===== config.mk =====
export PLATFORM = sky130hd
export DESIGN_NAME = issue_ctrl
export DESIGN_NICKNAME = d
export VERILOG_FILES = /design/src/rtl/issue_ctrl_pkg.sv /design/src/rtl/issue_scoreboard.sv /design/src/rtl/issue_ctrl.sv
export SDC_FILE = /design/constraint.sdc
export NUM_CORES = 1
export LEC_CHECK = 0
export ABC_CLOCK_PERIOD_IN_PS = 5500
export BUFFER_PORTS_ARGS = -buffer_cell sky130_fd_sc_hd__buf_2
export CAP_MARGIN = 0
export CORE_ASPECT_RATIO = 0.7
export CORE_MARGIN = 3
export CORE_UTILIZATION = 60
export DETAILED_ROUTE_END_ITERATION = 8
export HOLD_SLACK_MARGIN = 0.02
export PLACE_DENSITY_LB_ADDON = 0.3
export SYNTH_ARGS = -nofsm -noshare
export SYNTH_HDL_FRONTEND = slang
export SYNTH_SLANG_ARGS = --single-unit

===== constraint.sdc =====
create_clock -name clk -period 5.5 [get_ports clk]
set_clock_uncertainty 0.1 [all_clocks]
set_input_delay 0.825 -clock clk [delete_from_list [all_inputs] [get_ports clk]]
set_output_delay 0.825 -clock clk [all_outputs]
set_load 0.02 [all_outputs]

===== src/rtl/issue_ctrl_pkg.sv =====
// Shared types for the issue stage: op classes, register index, issue FSM state
// and the serialising-op predicate (also used by commit).
package issue_ctrl_pkg;

    typedef enum logic [2:0] {
        INSTR_ALU      = 3'd0,
        INSTR_LOAD     = 3'd1,
        INSTR_STORE    = 3'd2,
        INSTR_BRANCH   = 3'd3,
        INSTR_JUMP     = 3'd4,
        INSTR_MISC_MEM = 3'd5,
        INSTR_SYSTEM   = 3'd6,
        INSTR_INVAL    = 3'd7
    } instr_op;

    typedef logic [4:0] reg_idx;

    typedef enum logic [1:0] {
        RUN    = 2'd0,
        DRAIN  = 2'd1,
        SERIAL = 2'd2
    } issue_state;

    localparam int NUM_REGS = 32;

    function automatic logic is_serialising(input instr_op op);
        return (op == INSTR_MISC_MEM) || (op == INSTR_SYSTEM) || (op == INSTR_INVAL);
    endfunction

endpackage


===== src/rtl/issue_scoreboard.sv =====
// Register scoreboard: one pending bit per architectural register (x0 never pending),
// set on issue, cleared on writeback, cleared wholesale on flush; 3-port hazard lookup.
module issue_scoreboard
    import issue_ctrl_pkg::*;
(
    input  logic                i_clk,
    input  logic                i_rst_n,
    input  logic                i_set_en,
    input  reg_idx              i_set_idx,
    input  logic                i_clr_en,
    input  reg_idx              i_clr_idx,
    input  logic                i_clr_all,
    input  logic [NUM_REGS-1:0] i_lookup_mask,
    input  reg_idx              i_rs1,
    input  reg_idx              i_rs2,
    input  reg_idx              i_rd,
    output logic                o_hazard
);

    logic [NUM_REGS-1:0] r_pending;
    logic [NUM_REGS-1:0] w_set;
    logic [NUM_REGS-1:0] w_clr;
    logic [NUM_REGS-1:0] w_lookup;

    always_comb begin
        w_set = '0;
        w_clr = '0;
        if (i_set_en) w_set[i_set_idx] = 1'b1;
        if (i_clr_en) w_clr[i_clr_idx] = 1'b1;
    end

    // Set is applied after clear so a same-index issue/writeback leaves the bit pending.
    always_ff @(posedge i_clk or negedge i_rst_n) begin
        if (!i_rst_n)       r_pending <= '0;
        else if (i_clr_all) r_pending <= '0;
        else                r_pending <= ((r_pending & ~w_clr) | w_set) & ~NUM_REGS'(1);
    end

    assign w_lookup = r_pending & ~i_lookup_mask;
    assign o_hazard = w_lookup[i_rs1] | w_lookup[i_rs2] | w_lookup[i_rd];

endmodule


===== src/rtl/issue_ctrl.sv =====
// Decode->execute issue gate: scoreboard hazards, in-flight limit, serialisation FSM, flush.
// Define ISSUE_WB_BYPASS_EN to let a dependent op issue in its producer's writeback cycle.
module issue_ctrl
    import issue_ctrl_pkg::*;
#(
    parameter int MAX_INFLIGHT = 4,
    parameter int CNT_W        = $clog2(MAX_INFLIGHT + 1)
) (
    input  logic             clk,
    input  logic             rst,
    input  logic             dec_valid,
    output logic             dec_ready,
    input  instr_op          dec_op,
    input  reg_idx           dec_rs1,
    input  reg_idx           dec_rs2,
    input  reg_idx           dec_rd,
    output logic             iss_valid,
    input  logic             iss_ready,
    input  logic             wb_valid,
    input  reg_idx           wb_rd,
    input  logic             flush,
    output logic             busy,
    output logic [CNT_W-1:0] inflight,
    output logic [31:0]      stall_cycles
);

    localparam logic [CNT_W-1:0] MAX_CNT = CNT_W'(MAX_INFLIGHT);
    localparam logic [CNT_W-1:0] CNT_ONE = CNT_W'(1);

    issue_state          r_state;
    logic [CNT_W-1:0]    r_inflight;
    logic                r_busy;
    logic [31:0]         r_stall;

    logic                w_ser;
    logic                w_full;
    logic                w_hazard;
    logic                w_ok;
    logic                w_issue;
    logic                w_wb;
    logic                w_stall;
    logic [CNT_W-1:0]    w_inflight_nxt;
    logic [NUM_REGS-1:0] w_byp_mask;

    assign w_ser  = is_serialising(dec_op);
    assign w_full = (r_inflight == MAX_CNT);

    // rst gates the handshake so outputs drop immediately when reset asserts.
    assign w_ok = rst & (r_state == RUN) & !w_hazard & !w_full & !flush
                & (!w_ser | (r_inflight == '0));

    assign iss_valid = dec_valid & w_ok;
    assign dec_ready = iss_ready & w_ok;

    assign w_issue = iss_valid & iss_ready;
    assign w_wb    = wb_valid & !flush & (r_inflight != '0);
    assign w_stall = dec_valid & !dec_ready & !flush;

`ifdef ISSUE_WB_BYPASS_EN
    always_comb begin
        w_byp_mask = '0;
        if (wb_valid) w_byp_mask[wb_rd] = 1'b1;
    end
`else
    assign w_byp_mask = '0;
`endif

    issue_scoreboard u_sb (
        .i_clk         (clk),
        .i_rst_n       (rst),
        .i_set_en      (w_issue),
        .i_set_idx     (dec_rd),
        .i_clr_en      (w_wb),
        .i_clr_idx     (wb_rd),
        .i_clr_all     (flush),
        .i_lookup_mask (w_byp_mask),
        .i_rs1         (dec_rs1),
        .i_rs2         (dec_rs2),
        .i_rd          (dec_rd),
        .o_hazard      (w_hazard)
    );

    always_comb begin
        w_inflight_nxt = r_inflight;
        if (flush)                  w_inflight_nxt = '0;
        else if (w_issue && !w_wb)  w_inflight_nxt = r_inflight + CNT_ONE;
        else if (!w_issue && w_wb)  w_inflight_nxt = r_inflight - CNT_ONE;
    end

    // DRAIN and SERIAL both release on the edge that empties the back end.
    always_ff @(posedge clk or negedge rst) begin
        if (!rst) begin
            r_state <= RUN;
        end else if (flush) begin
            r_state <= RUN;
        end else begin
            case (r_state)
                RUN: begin
                    if (w_issue && w_ser)                          r_state <= SERIAL;
                    else if (dec_valid && w_ser && r_inflight != '0) r_state <= DRAIN;
                end
                DRAIN, SERIAL: begin
                    if (w_inflight_nxt == '0) r_state <= RUN;
                end
                default: r_state <= RUN;
            endcase
        end
    end

    always_ff @(posedge clk or negedge rst) begin
        if (!rst) begin
            r_inflight <= '0;
            r_busy     <= 1'b0;
            r_stall    <= '0;
        end else begin
            r_inflight <= w_inflight_nxt;
            r_busy     <= (w_inflight_nxt != '0);
            if (w_stall && (r_stall != '1)) r_stall <= r_stall + 32'd1;
        end
    end

    assign inflight     = r_inflight;
    assign busy         = r_busy;
    assign stall_cycles = r_stall;

`ifndef SYNTHESIS
    a_wb_underflow: assert property (@(posedge clk) disable iff (!rst)
        !(wb_valid && !flush && (r_inflight == '0)));
`endif

endmodule


==> metrics, run 1 <==
RR Endpoint u_sb.r_pending[4]; RSZ-0062 raised after global routing no; GRT Overall Usage 28.83%; number of antenna violations at the first check in global routing 0; Die W 107.5 um; # Post-CTS Setup Buffers 0; Final Non-Filler Cells 608; Startpoint Class input port; hold path cells 1; via count of the first global-routing pass 3707; cell with the most instances after synthesis dfrtp_1; ant diodes 0; CTS tree done; Int Pwr 840.4 uW; vias 3842; share of post-route cells with drive strength above 1 22.96%; Hold Startpoint stall_cycles[28]; Synth Warn # 0; global-route wire length before repair 18910 um; drc violations 0; Worst IR Drop VDD 0.0002780 V; CP Data Required Time 4.58 ns; Setup crit end kind output port; Comb pwr share 16.9%; Area Overhead vs Synth 12.98%; Synth area leader dfrtp_1; post-CTS sizing 0; max cap viols 0; GPL Wtd Cong 0.9791; Primary FF master, synth dfrtp_1; Syn Area/Cell 9.593 um^2; die area 0.008282 mm^2; routed wire length per instance 19.04 um; Core ar. 0.006882 mm^2; ys async rst share 100.0%; Die Ht 77.05 um; Synth Cell Area 0.004327 mm^2; GR Overflow Total 0; Cells after Synth 451; Slew Viols, Final 0; r2r setup slk 2.10 ns; beginning of the worst register-to-register path inflight[0]; period utilisation layout 69.65%; routed vias/inst 6.319; Multi-input gate area 0.002462 mm^2; Hold Path Class register to register; Total Wirelength 11570 um; Net Count, Synth 485; buffer depth of the longest clock path 2; H-tree Lvls 3; Final Hold Viols 0; Max Fclk 0.2610 GHz; WHS Endpoint stall_cycles[28]; placed cell areas 0.004678 mm^2; Synth area leaders dfrtp_1 40%, nand2_1 5.4%, xnor2_1 5.1%; post-route minimum period 3.831 ns; hold_buf cts 0; Worst EP arrival 2.91 ns; most instantiated cells after synthesis 69 x dfrtp_1, 62 x nand2_1, 40 x a21oi_1; EDFF count, synth 0; Finished Cell Area 0.004888 mm^2; clk_lat worst skew 0.35 ns; P per Cell Area 245.2 mW/mm^2; outcome finished, final reports clean; Reg clk slew, reported paths 0.07 ns; final setup fails 0; clock sink total 69; DP Cell Count 592; Psw 358.1 uW; switching share of power 29.88%; drt first pass iters 5; count of cell types in the netlist 58; number of synthesized register bits 69; Filler cells 536; Post-layout nets 543; sequential share of power 46.9%; Inserted Clock Buffers 9; Rel. slew slack 34.75%; sequential fraction of the synthesis area 39.91%; top cell type's share of synthesized area 39.91%; Clock power frac 36.1%; Final TNS setup 0 ns; Initial Util 62.87%; Detailed Route Iter0 Violations 411; final core utilization 71.04%; clock root buffer clkbuf_8; largest net degree at the start of global routing 70; Tightest Pin Transition 0.9766 ns; Power Total 1.198 mW; post-DP HPWL 8483 um; Final ANT Viol Nets 0; Worst Path Max Fanout 40; I/O Buffers 66; IO Pins 67; Leak 2.203 nW; R2R cell count 11; FF+latch area 0.001727 mm^2; Rows 25; kind of critical path input port to output port
-- per-layer routing --
layer / GRT usage [%] / wire [um] / up-vias
met5: 0 / 0 / -
met4: 8.071 / 137 / 0
met3: 7.233 / 988 / 17
met2: 44.73 / 5366 / 188
met1: 40.42 / 5082 / 1883
li1: - / - / 1754
-- logic make-up (layout without fill, tap and decap cells) --
| logic type | after synthesis | after routing | synth area share, % |
|---|---|---|---|
| buffers and inverters | 29 | 92 | 3.181 |
| AND/OR/NAND/NOR | 177 | 177 | 22.38 |
| multiplexers | 38 | 38 | 12.15 |
| XOR/XNOR | 33 | 33 | 6.854 |
| adder cells (fa/ha/maj) | 5 | 5 | 1.446 |
| flip-flops | 69 | 69 | 39.91 |
| AO/OA/AOI/OAI | 100 | 100 | 14.08 |
-- critical path, cell delays in order --
cell       delay [ns]
buf_2            0.33
nor2b_1          0.29
nand2_1          0.09
a211o_1          0.29
a2111oi_2        0.42
and4_4           0.34
and2_2           0.15
buf_2            0.15
-- through the flow --
step / worst slack, ns / hold WS (ns)
2_1_floorplan: 1.865 / 0.3752
3_3_place_gp: 1.561 / 0.3695
3_5_place_dp: 1.466 / 0.3754
4_1_cts: 1.673 / 0.3857
5_1_grt: 1.514 / 0.4124
6_report: 1.669 / 0.3810
-- power groups by stage --
stage | combinational [mW] | clock, mW | sequential (mW)
3_5_place_dp | 0.201 | 0 | 0.572
6_report | 0.203 | 0.433 | 0.563
5_1_grt | 0.221 | 0.458 | 0.568
3_3_place_gp | 0.198 | 0 | 0.570
4_1_cts | 0.203 | 0.442 | 0.562
2_1_floorplan | 0.103 | 0 | 0.594
-- placed cells by master (no fill, tap or decap), types with 3 or more instances in the layout --
cell type	Yosys	routed
and2_1	6	6
mux2_2	7	7
nand2_1	62	62
nand2b_1	3	3
and4_1	7	7
clkbuf_8	0	11
or3b_2	3	3
nor2_1	15	15
nor2b_1	5	5
a22oi_1	8	8
ha_1	5	5
a21oi_1	40	40
and3_1	12	12
nand4_1	7	7
buf_2	5	66
nand3b_1	3	3
mux4_1	3	3
xnor2_1	25	25
nor3_1	10	10
dfrtp_1	69	69
nand3_1	20	20
xor2_1	7	7
and3_2	3	3
nor3b_2	4	4
o21ai_0	35	35
mux4_2	7	7
mux2i_1	21	21
inv_1	9	9
-- layout make-up --
class / count / share of cell area, %
repair buffers: 67 / 6.911
flip-flops and latches: 69 / 35.32
clock inverters: 5 / 1.203
well taps: 94 / 2.406
clock buffers: 11 / 3.097
inverters: 9 / 0.6911
multi-input cells: 353 / 50.37
-- registers in the layout (all words and copies together) (netlist names) --
| name | flops |
|---|---|
| inflight | 3 |
| r_state | 2 |
| stall_cycles | 32 |
| busy | 1 |
| u_sb.r_pending | 31 |
-- worst max-delay path by stage --
stage	startpoint	endpoint	slack [ns]	depth (start not counted)
2_1_floorplan	dec_rd[0]	iss_valid	1.86	6
3_3_place_gp	dec_rs2[0]	stall_cycles[23]	1.56	10
3_5_place_dp	dec_rs2[1]	stall_cycles[15]	1.47	10
5_1_grt	flush	iss_valid	1.51	8
4_1_cts	flush	iss_valid	1.67	8
6_report	flush	dec_ready	1.67	8
Power figures use the tool's default switching activity.
==> run 2: changes to the inputs <==
--- a/config.mk
+++ b/config.mk
@@ -5,12 +5,13 @@
 export SDC_FILE = /design/constraint.sdc
 export NUM_CORES = 1
 export LEC_CHECK = 0
-export ABC_CLOCK_PERIOD_IN_PS = 5500
+export ABC_AREA = 1
+export ABC_CLOCK_PERIOD_IN_PS = 3600
 export BUFFER_PORTS_ARGS = -buffer_cell sky130_fd_sc_hd__buf_2
 export CAP_MARGIN = 0
 export CORE_ASPECT_RATIO = 0.7
 export CORE_MARGIN = 3
-export CORE_UTILIZATION = 60
+export CORE_UTILIZATION = 58
 export DETAILED_ROUTE_END_ITERATION = 8
 export HOLD_SLACK_MARGIN = 0.02
 export PLACE_DENSITY_LB_ADDON = 0.3
==> constraint.sdc (replaced) <==
create_clock -name clk -period 3.6 [get_ports clk]
set_clock_uncertainty 0.1 [all_clocks]
set_input_delay 0.54 -clock clk [delete_from_list [all_inputs] [get_ports clk]]
set_output_delay 0.54 -clock clk [all_outputs]
set_load 0.02 [all_outputs]
==> metrics, run 2 <==
outcome finished, final reports clean; Hold Path Class input port to async pin; global-route wire length before repair 24180 um (+28%); Largest register FFs 32 (unchanged); Final TNS setup 0 ns (unchanged); Setup crit end kind output port; Leak 2.823 nW (+28%); Synth Cell Area 0.004820 mm^2 (+11%); clock root buffer clkbuf_16; routed vias/inst 5.983 (-5.3%); Reg clk slew, reported paths 0.06 ns (about the same); count of cell types in the netlist 30 (-48%); I/O Buffers 66 (unchanged); post-DP HPWL 11360 um (+34%); cell with the most instances after synthesis nand2_1; Die Ht 82.27 um (+6.8%); RSZ-0062 raised after global routing no; Net Count, Synth 752 (+55%); Syn Area/Cell 6.713 um^2 (-30%); Rel. slew slack 40.62% (+5.9 points); placed cell areas 0.005241 mm^2 (+12%); r2r setup slk 0.71 ns (-1.39 ns); Cells after Synth 718 (+59%); GR Overflow Total 0 (unchanged); Finished Cell Area 0.005564 mm^2 (+14%); Startpoint Class input port; number of synthesized register bits 69 (unchanged); CP most frequent cell nand2_1; Area Overhead vs Synth 15.45%; max cap viols 0 (unchanged); number of antenna violations at the first check in global routing 0 (unchanged); die area 0.009457 mm^2 (+14%); dpl ws 0.3360 ns (-1.130 ns); Synth area leaders dfrtp_1 36%, nand2_1 17%, nand3_1 11%; final setup fails 0 (unchanged); via count of the first global-routing pass 4685 (+26%); Power Total 2.295 mW (+91%); Detailed Route Iter0 Violations 745 (+81%); Rows 27 (+8.0%); largest net degree at the start of global routing 70 (unchanged); post-CTS sizing 0 (unchanged); Filler cells 667 (+24%); Slew Viols, Final 0 (unchanged); clk_lat worst skew 0.34 ns (about the same); # Post-CTS Setup Buffers 0 (unchanged); Inserted Clock Buffers 9 (unchanged); crit-path cells buf_2 > inv_1 > or2_2 > nand2_1 > nand3_1 > nand3_1 > nand2_1 > nand2_1 > nand3_2 > nor3_1 > buf_2; hold_ws 0.3179 ns (-0.06316 ns); Die W 115.0 um (+6.9%); most instantiated cells after synthesis 214 x nand2_1, 108 x nand3_1, 87 x inv_1; CP max stage delay 0.33 ns (-0.09 ns); post-route setup slack 0.5515 ns (-1.118 ns); Tightest Pin Transition 0.8907 ns (-0.08586 ns); Post-layout nets 819 (+51%); Total Wirelength 15580 um (+35%); P per Cell Area 412.5 mW/mm^2 (+68%); routed wire length per instance 17.49 um (-8.1%); commonest non-fill, non-tap cells in the layout 214 x nand2_1, 108 x nand3_1, 87 x inv_1; CP Data Required Time 2.96 ns (-1.62 ns); drt first pass iters 6 (+1); Critical-path top delay cell or2_2; period utilisation layout 84.68%; Worst Path Max Fanout 21 (-48%); Initial Util 60.45% (-2.4 points); Max Fclk 0.3280 GHz; Core ar. 0.007973 mm^2 (+16%); share of post-route cells with drive strength above 1 14.18% (-8.8 points); clock sink total 69 (unchanged); IO Pins 67 (unchanged); Final Non-Filler Cells 891 (+47%); ys async rst share 100.0% (unchanged); Worst IR Drop VDD 0.0004026 V (+45%); Synth Warn # 0 (unchanged); Worst EP arrival 2.41 ns (-0.50 ns); post-route minimum period 3.049 ns; most common cell after layout, fill and taps aside nand2_1; kind of critical path input port to output port; CTS tree done; top cell type's share of synthesized area 35.83% (-4.1 points); sequential fraction of the synthesis area 35.83% (-4.1 points); GPL Wtd Cong 1.022 (+4.4%); Primary FF master, synth dfrtp_1; drc violations 0 (unchanged); GRT Overall Usage 33.50% (+4.7 points); H-tree Lvls 3 (unchanged); vias 5331 (+39%); Final ANT Viol Nets 0 (unchanged); DP Cell Count 875 (+48%); hold_buf cts 0 (unchanged); final core utilization 69.79% (-1.2 points); Final Hold Viols 0 (unchanged); buffer depth of the longest clock path 2 (unchanged); EDFF count, synth 0 (unchanged); Synth area leader dfrtp_1; ant diodes 0 (unchanged)
-- run 2: cell types whose count changed in the layout (fill, tap and decap cells not counted), sizes merged, moves of 10 or more --
| cell | before | now |
|---|---|---|
| mux4 | 10 | 0 |
| inv | 9 | 96 |
| nand2 | 62 | 215 |
| nor3 | 10 | 27 |
| and3 | 16 | 0 |
| nor2 | 15 | 40 |
| xor2 | 8 | 23 |
| xnor2 | 25 | 9 |
| mux2i | 21 | 0 |
| nand3 | 20 | 111 |
-- run 2: routing by layer --
metal / GRT usage, % / share of wire, % / wire length (um) / vias up
met2: 45.55 / 41 / 6336 / 358
li1: - / - / - / 2467
met5: 0 / 0 / 0 / -
met1: 50.21 / 44 / 6817 / 2472
met3: 11.29 / 14 / 2208 / 34
met4: 9.379 / 1.4 / 220 / 0
-- run 2: path summary, 6_finish.rpt --
path	start	to	cells past startpoint
max in group asynchronous	rst	stall_cycles[31]	2
min in group clk	r_state[1]	r_state[1]	2
setup / recovery	dec_rs1[0]	iss_valid	11
hold reg to reg	r_state[1]	r_state[1]	2
hold / removal	rst	r_state[0]	2
setup reg to reg	stall_cycles[1]	stall_cycles[28]	15
-- run 2: kinds of logic (layout without fill, tap and decap cells) --
logic type | count (synthesis) | after routing | synth area share [%]
adder cells (fa/ha/maj) | 5 | 5 | 1.298
AO/OA/AOI/OAI | 78 | 78 | 8.178
AND/OR/NAND/NOR | 420 | 420 | 39.28
XOR/XNOR | 32 | 32 | 5.815
buffers and inverters | 114 | 186 | 9.605
flip-flops | 69 | 69 | 35.83
-- run 2: layout make-up --
type | instances | area [um^2] | share of cell area [%]
Sequential cell | 69 | 1727 | 31.03
Inverter | 94 | 352.8 | 6.341
Timing Repair Buffer | 76 | 405.4 | 7.286
Clock inverter | 6 | 93.84 | 1.687
Multi-Input combinational cell | 535 | 2630 | 47.27
Tap cell | 101 | 126.4 | 2.271
Clock buffer | 10 | 229.0 | 4.115
-- run 2: worst max-delay path, delay by kind of cell --
| kind | cells | cell delay [ns] |
|---|---|---|
| AND/OR/NAND/NOR | 8 | 1.07 |
| buffers and inverters | 3 | 0.80 |
-- run 2: report_power, final --
| group | switching, mW | internal [mW] | total [mW] | leakage [nW] |
|---|---|---|---|---|
| clock network | 0.360 | 0.613 | 0.973 | 0.154 |
| registers | 0.0510 | 0.825 | 0.876 | 0.919 |
| logic | 0.310 | 0.136 | 0.446 | 1.75 |
